## config.mk

```make
export PLATFORM = sky130hd
export DESIGN_NAME = probe_lookup
export DESIGN_NICKNAME = d
export VERILOG_FILES = /design/src/rtl/probe_pkg.sv /design/src/rtl/probe_fifo.sv /design/src/rtl/probe_lookup.sv
export SDC_FILE = /design/constraint.sdc
export NUM_CORES = 2
export LEC_CHECK = 0
export CAP_MARGIN = 10
export CORE_ASPECT_RATIO = 1.2
export CORE_MARGIN = 4
export CORE_UTILIZATION = 60
export DETAILED_ROUTE_END_ITERATION = 12
export PLACE_DENSITY = 0.78
export RECOVER_POWER = 25
export SETUP_SLACK_MARGIN = 0.02
export SYNTH_ARGS = -nofsm -noshare
export SYNTH_HDL_FRONTEND = slang
export SYNTH_SLANG_ARGS = --single-unit
export TNS_END_PERCENT = 50
```

## constraint.sdc

```tcl
create_clock -name clk -period 20.2 [get_ports clk]
set_clock_uncertainty 0.15 [all_clocks]
set_input_delay 3.03 -clock clk [delete_from_list [all_inputs] [get_ports clk]]
set_output_delay 3.03 -clock clk [all_outputs]
set_load 0.01 [all_outputs]
```

## src/rtl/probe_pkg.sv

```systemverilog
// rtl/probe_pkg.sv - shared widths, FSM state type and table address helper for probe_lookup
package probe_pkg;

    localparam int ADDR_W      = 48;
    localparam int DATA_W      = 64;
    localparam int ENTRY_SHIFT = 3;

    typedef enum logic [1:0] {
        RUN   = 2'd0,
        DRAIN = 2'd1,
        DONE  = 2'd2
    } probe_state_t;

    // Byte address of the 8-byte table entry selected by a hash, modulo 2^ADDR_W.
    function automatic logic [ADDR_W-1:0] entry_addr(
        input logic [ADDR_W-1:0] base,
        input logic [DATA_W-1:0] hash
    );
        logic [ADDR_W-1:0] offset;
        offset = ADDR_W'(hash << ENTRY_SHIFT);
        return base + offset;
    endfunction

endpackage

```

## src/rtl/probe_fifo.sv

```systemverilog
// rtl/probe_fifo.sv - first-word-fall-through synchronous FIFO with occupancy count
module probe_fifo #(
    parameter int DEPTH = 32,
    parameter int WIDTH = 64
) (
    input  logic                     clk,
    input  logic                     resetn,
    input  logic                     push,
    input  logic [WIDTH-1:0]         push_data,
    input  logic                     pop,
    output logic [WIDTH-1:0]         head,
    output logic                     empty,
    output logic                     full,
    output logic [$clog2(DEPTH):0]   count
);

    localparam int AW = $clog2(DEPTH);

    logic [WIDTH-1:0] mem [DEPTH];
    logic [AW-1:0]    wr_ptr;
    logic [AW-1:0]    rd_ptr;
    logic             do_push;
    logic             do_pop;

    // A pop on an empty FIFO is dropped; a push into a full FIFO only lands if a pop frees a slot.
    assign do_pop  = pop && !empty;
    assign do_push = push && (!full || do_pop);

    assign empty = (count == '0);
    assign full  = (count == ($clog2(DEPTH)+1)'(DEPTH));
    assign head  = mem[rd_ptr];

    // Storage array; contents need no reset because count gates visibility.
    always_ff @(posedge clk) begin
        if (do_push) begin
            mem[wr_ptr] <= push_data;
        end
    end

    // Pointer and occupancy bookkeeping; pointers wrap naturally at power-of-two depth.
    always_ff @(posedge clk or negedge resetn) begin
        if (!resetn) begin
            wr_ptr <= '0;
            rd_ptr <= '0;
            count  <= '0;
        end else begin
            if (do_push) begin
                wr_ptr <= wr_ptr + 1'b1;
            end
            if (do_pop) begin
                rd_ptr <= rd_ptr + 1'b1;
            end
            case ({do_push, do_pop})
                2'b10:   count <= count + 1'b1;
                2'b01:   count <= count - 1'b1;
                default: count <= count;
            endcase
        end
    end

endmodule

```

## src/rtl/probe_lookup.sv

```systemverilog
// rtl/probe_lookup.sv - hash-table probe: issues table reads per key, emits keys whose stored entry matches
module probe_lookup
    import probe_pkg::*;
#(
    parameter int PEND_DEPTH  = 32,
    parameter int MATCH_DEPTH = 32
) (
    input  logic              clk,
    input  logic              rst,
    output logic              done,
    input  logic [47:0]       table_base_in,
    input  logic              upstream_done_in,
    input  logic              input_empty_in,
    output logic              input_read_en_out,
    input  logic [63:0]       input_value_in,
    input  logic [63:0]       input_hash_in,
    input  logic              tbl_rq_stall_in,
    output logic              tbl_rq_vld_out,
    output logic [47:0]       tbl_rq_vadr_out,
    output logic              tbl_rs_stall_out,
    input  logic              tbl_rs_vld_in,
    input  logic [63:0]       tbl_rs_data_in,
    output logic              match_empty_out,
    input  logic              match_read_en_in,
    output logic [63:0]       match_value_out,
    output logic [63:0]       match_count_out,
    output logic [63:0]       miss_count_out
);

    localparam int PCW = $clog2(PEND_DEPTH) + 1;
    localparam int MCW = $clog2(MATCH_DEPTH) + 1;

    probe_state_t     state;

    logic [PCW-1:0]   pend_count;
    logic             pend_empty;
    logic             pend_full;
    logic [DATA_W-1:0] pend_head;

    logic [MCW-1:0]   match_fill;
    logic             match_full;

    logic [31:0]      inflight;
    logic             credit_ok;
    logic             rq_slot_free;
    logic             rs_take;
    logic             is_match;

    // Responses are never back-pressured; the credit scheme guarantees room for every match.
    assign tbl_rs_stall_out = 1'b0;

    // Every popped key sits in the pending FIFO until its response returns, so the pending
    // occupancy is exactly the number of outstanding lookups.
    assign inflight  = 32'(pend_count) + 32'(match_fill);
    assign credit_ok = (inflight < 32'(MATCH_DEPTH - 1)) && !pend_full && !match_full;

    // The request register can take a new address when empty or when its current request is accepted.
    assign rq_slot_free = !tbl_rq_vld_out || !tbl_rq_stall_in;

    // Gated by reset so the pop strobe is low while reset is held, not only after the first edge.
    assign input_read_en_out = rst && (state == RUN) && !input_empty_in && credit_ok && rq_slot_free;

    // A response with nothing outstanding is a protocol error and is dropped.
    assign rs_take  = tbl_rs_vld_in && !pend_empty;
    assign is_match = rs_take && (tbl_rs_data_in == pend_head) && (tbl_rs_data_in != '0);

    assign done = (state == DONE) && match_empty_out;

    probe_fifo #(
        .DEPTH (PEND_DEPTH),
        .WIDTH (DATA_W)
    ) u_pend_fifo (
        .clk       (clk),
        .resetn    (rst),
        .push      (input_read_en_out),
        .push_data (input_value_in),
        .pop       (rs_take),
        .head      (pend_head),
        .empty     (pend_empty),
        .full      (pend_full),
        .count     (pend_count)
    );

    probe_fifo #(
        .DEPTH (MATCH_DEPTH),
        .WIDTH (DATA_W)
    ) u_match_fifo (
        .clk       (clk),
        .resetn    (rst),
        .push      (is_match),
        .push_data (tbl_rs_data_in),
        .pop       (match_read_en_in),
        .head      (match_value_out),
        .empty     (match_empty_out),
        .full      (match_full),
        .count     (match_fill)
    );

    // Request register: load on an upstream pop, hold while stalled, clear once accepted.
    always_ff @(posedge clk or negedge rst) begin
        if (!rst) begin
            tbl_rq_vld_out  <= 1'b0;
            tbl_rq_vadr_out <= '0;
        end else if (input_read_en_out) begin
            tbl_rq_vld_out  <= 1'b1;
            tbl_rq_vadr_out <= entry_addr(table_base_in, input_hash_in);
        end else if (!tbl_rq_stall_in) begin
            tbl_rq_vld_out  <= 1'b0;
        end
    end

    // Hit/miss statistics; a zero key never counts as a hit since zero marks an empty slot.
    always_ff @(posedge clk or negedge rst) begin
        if (!rst) begin
            match_count_out <= '0;
            miss_count_out  <= '0;
        end else if (rs_take) begin
            if (is_match) begin
                match_count_out <= match_count_out + 64'd1;
            end else begin
                miss_count_out  <= miss_count_out + 64'd1;
            end
        end
    end

    // Run until upstream is exhausted, drain outstanding lookups, then park in DONE until reset.
    always_ff @(posedge clk or negedge rst) begin
        if (!rst) begin
            state <= RUN;
        end else begin
            case (state)
                RUN: begin
                    if (upstream_done_in && input_empty_in) begin
                        state <= DRAIN;
                    end
                end
                DRAIN: begin
                    if (pend_empty && !tbl_rq_vld_out) begin
                        state <= DONE;
                    end
                end
                DONE: begin
                    state <= DONE;
                end
                default: begin
                    state <= RUN;
                end
            endcase
        end
    end

endmodule

```

==> results.cfg <==
[outcome]
outcome = complete, but fails checks
violations = max-capacitance violations, max-slew violations

[grt]
grt_pass1_vias = 89900
overflow = 0
grt_pass1_wl_um = 672000
grt_max_degree = 131
grt_use_total = 0.328
antenna_found_initial = 56

[cts]
path_clk_slew_ns = 0.07
post_cts_buffers = 0
numCtsBuffers = 401
cts_tree = yes
worstSkewPairLatency_ns = 0.96
htreeDepth = 5
cts_resized = 0
cts_buffer_depth = 4
numClockSinks = 4307
cts_hold_buf = 0
root_buffer = clkbuf_16

[route]
drc = 0
first_pass_iters = 6
avgRoutedWirePerCell_um = 37.9
routed-via-count = 88300
drt-initial-drc-count = 13500
via_per_inst = 7.03
postRouteAntennaNets = 0
wirelength_um = 476000

[sta]
min_period_over_period = 0.564
tightest_slew_ns = 4.78
rsz0062_at_grt = false
report.final.slew_viol_count = 2236
finalHoldViolations = 0
hold_slack_ns = 0.333
slew-limit-headroom = -2.19
setup_viol = 0
setup_tns_ns = 0
clock.fmax_mhz = 87.8
min_period_ns = 11.38

[critical_path]
crit_chain = clkbuf_1 > nand2_1 > nor4_1 > o2111a_1 > and2_1 > buf_4 > clkdlybuf4s50_1
cp-end-kind = output pin
criticalPathCategory = in2out
cp.required_ns = 17.02
crit_arrival_ns = 8.20
path_buf_inv = 3
critPathMaxFanout = 80
critPathMaxStageDelay_ns = 3.26
cp-start-kind = primary input
crit_family = buffers and inverters
critPathSlowestCell = clkbuf_1

[final_layout]
nFillCells = 16400
multi_input_area_um2 = 38900
seqCellArea_um2 = 128000
finalNetCount = 8774
synthToLayoutAreaGrowth_pct = 13.5
drive_gt1_frac = 0.235

[floorplanning]
num_io_pins = 492
core_um2 = 280000
die_width_um = 492
fp-row-count = 213
die_h_um = 589
die_area_um2 = 290000
initial_core_util = 0.602

[synthesis]
ys_top_cells_by_count = 4096 x edfxtp_1, 1092 x mux4_2, 211 x dfrtp_1
synthArstFlopShare = 0.0490
yosysSeqAreaShare = 0.759
ys_seq_elements = 4307
synth_largest_area_cell = edfxtp_1
post-synth-top-count-cell = edfxtp_1
yosysUniqueCellTypes = 91
synth.cell_area_um2 = 169000
synth_edf_count = 4096
syn_nets = 8033
ys_warn_count = 0
netlist.area_leader.share = 0.728
synthCells = 7710
syn_area_per_cell_um2 = 21.9
ys_top_cells_by_area = edfxtp_1 73%, mux4_2 15%, dfrtp_1 3.1%
synth_ff_type = edfxtp_1

[place]
portBuffers = 471
hpwl_um = 247000
gp_congestion = 0.898

[min_path]
min_path_type = reg2reg

[power_and_ir_drop]
leakagePower_nw = 60.3
max-vdd-ir-drop_mv = 0.111
power.density_nw_per_um2 = 110

[job]
drv_cap = 62
==> through the flow <==
stage	setup slack [ns]	cells	power (mW)	cell area [um^2]	util
after detailed placement	10.27	11800	13.5	179000	0.638
after CTS	9.67	12500	21.1	192000	0.684
after global placement	10.45	11800	13.4	179000	0.638
after global routing	7.91	12500	21.7	192000	0.683
after floorplan	11.75	7710	12.3	169000	-
final	8.82	12600	21.1	192000	0.684
==> layer usage <==
layer,share of wire,vias up,track usage
met4,0.061,30,0.157
met3,0.12,1495,0.0805
met2,0.50,7077,0.541
li1,-,33900,-
met5,0.00046,-,0
met1,0.32,45800,0.414
==> final cells by class <==
| class | count | share of cell area |
|---|---|---|
| inverter | 64 | 0.00126 |
| timing repair buffer | 712 | 0.0333 |
| clock inverter | 232 | 0.0134 |
| multi-input combinational | 2965 | 0.203 |
| clock buffer | 491 | 0.0548 |
| antenna | 27 | 0.000353 |
| tap | 3762 | 0.0246 |
| sequential | 4307 | 0.669 |
==> registers in the layout (all words and copies together) (netlist names) <==
| register | flops |
|---|---|
| match_count_out | 64 |
| u_match_fifo.rd_ptr | 5 |
| miss_count_out | 64 |
| tbl_rq_vadr_out | 48 |
| u_pend_fifo.rd_ptr | 5 |
| u_match_fifo.mem | 2048 |
| u_pend_fifo.mem | 2048 |
| u_pend_fifo.wr_ptr | 5 |
| state | 2 |
| tbl_rq_vld_out | 1 |
| u_pend_fifo.count | 6 |
| u_match_fifo.count | 6 |
| u_match_fifo.wr_ptr | 5 |
==> cell usage in the layout (no fill, tap or decap), types with 87 or more instances in the layout <==
| cell type | synthesis | final |
|---|---|---|
| clkbuf_1 | 166 | 147 |
| dfrtp_1 | 211 | 201 |
| mux4_2 | 1092 | 1092 |
| clkdlybuf4s50_1 | 0 | 398 |
| xnor2_1 | 109 | 109 |
| edfxtp_1 | 4096 | 4096 |
| clkbuf_16 | 0 | 405 |
| o22ai_1 | 87 | 87 |
| buf_4 | 37 | 166 |
| mux2i_1 | 171 | 171 |
| xor2_1 | 127 | 127 |
| nand2_1 | 190 | 190 |
| nor2_1 | 179 | 114 |
==> power breakdown <==
part           switching, mW  internal [mW]  leakage, nW
registers              0.107           9.79         39.6
clock network           3.32           4.32         6.32
logic                   1.72           1.80         14.4
==> path summary, 6_finish.rpt <==
check | startpoint | end | slack [ns] | cells after the start
worst min-delay path | miss_count_out[63]$_DFFE_PN0P_ | miss_count_out[63]$_DFFE_PN0P_ | 0.33 | 1
worst min register to register | miss_count_out[63]$_DFFE_PN0P_ | miss_count_out[63]$_DFFE_PN0P_ | 0.33 | 1
worst max-delay path | rst | input_read_en_out | 8.82 | 7
worst max register to register | u_pend_fifo.rd_ptr[0]$_DFFE_PN0P_ | u_match_fifo.mem[20][7]$_DFFE_PP_ | 10.10 | 15
max in group asynchronous | rst | u_match_fifo.rd_ptr[1]$_DFFE_PN0P_ | 12.80 | 1
min in group asynchronous | rst | tbl_rq_vadr_out[2]$_DFFE_PN0P_ | 3.69 | 1
==> kinds of logic after synthesis <==
family,after synthesis,synth area share
xor+xnor,237,0.0123
flops,4307,0.759
mux,1366,0.164
simple gates,814,0.0254
other cells,1,0.0000222
fa+ha+maj,76,0.00576
compound gates,471,0.0193
buf+inv,438,0.0136
Power figures use the tool's default switching activity.
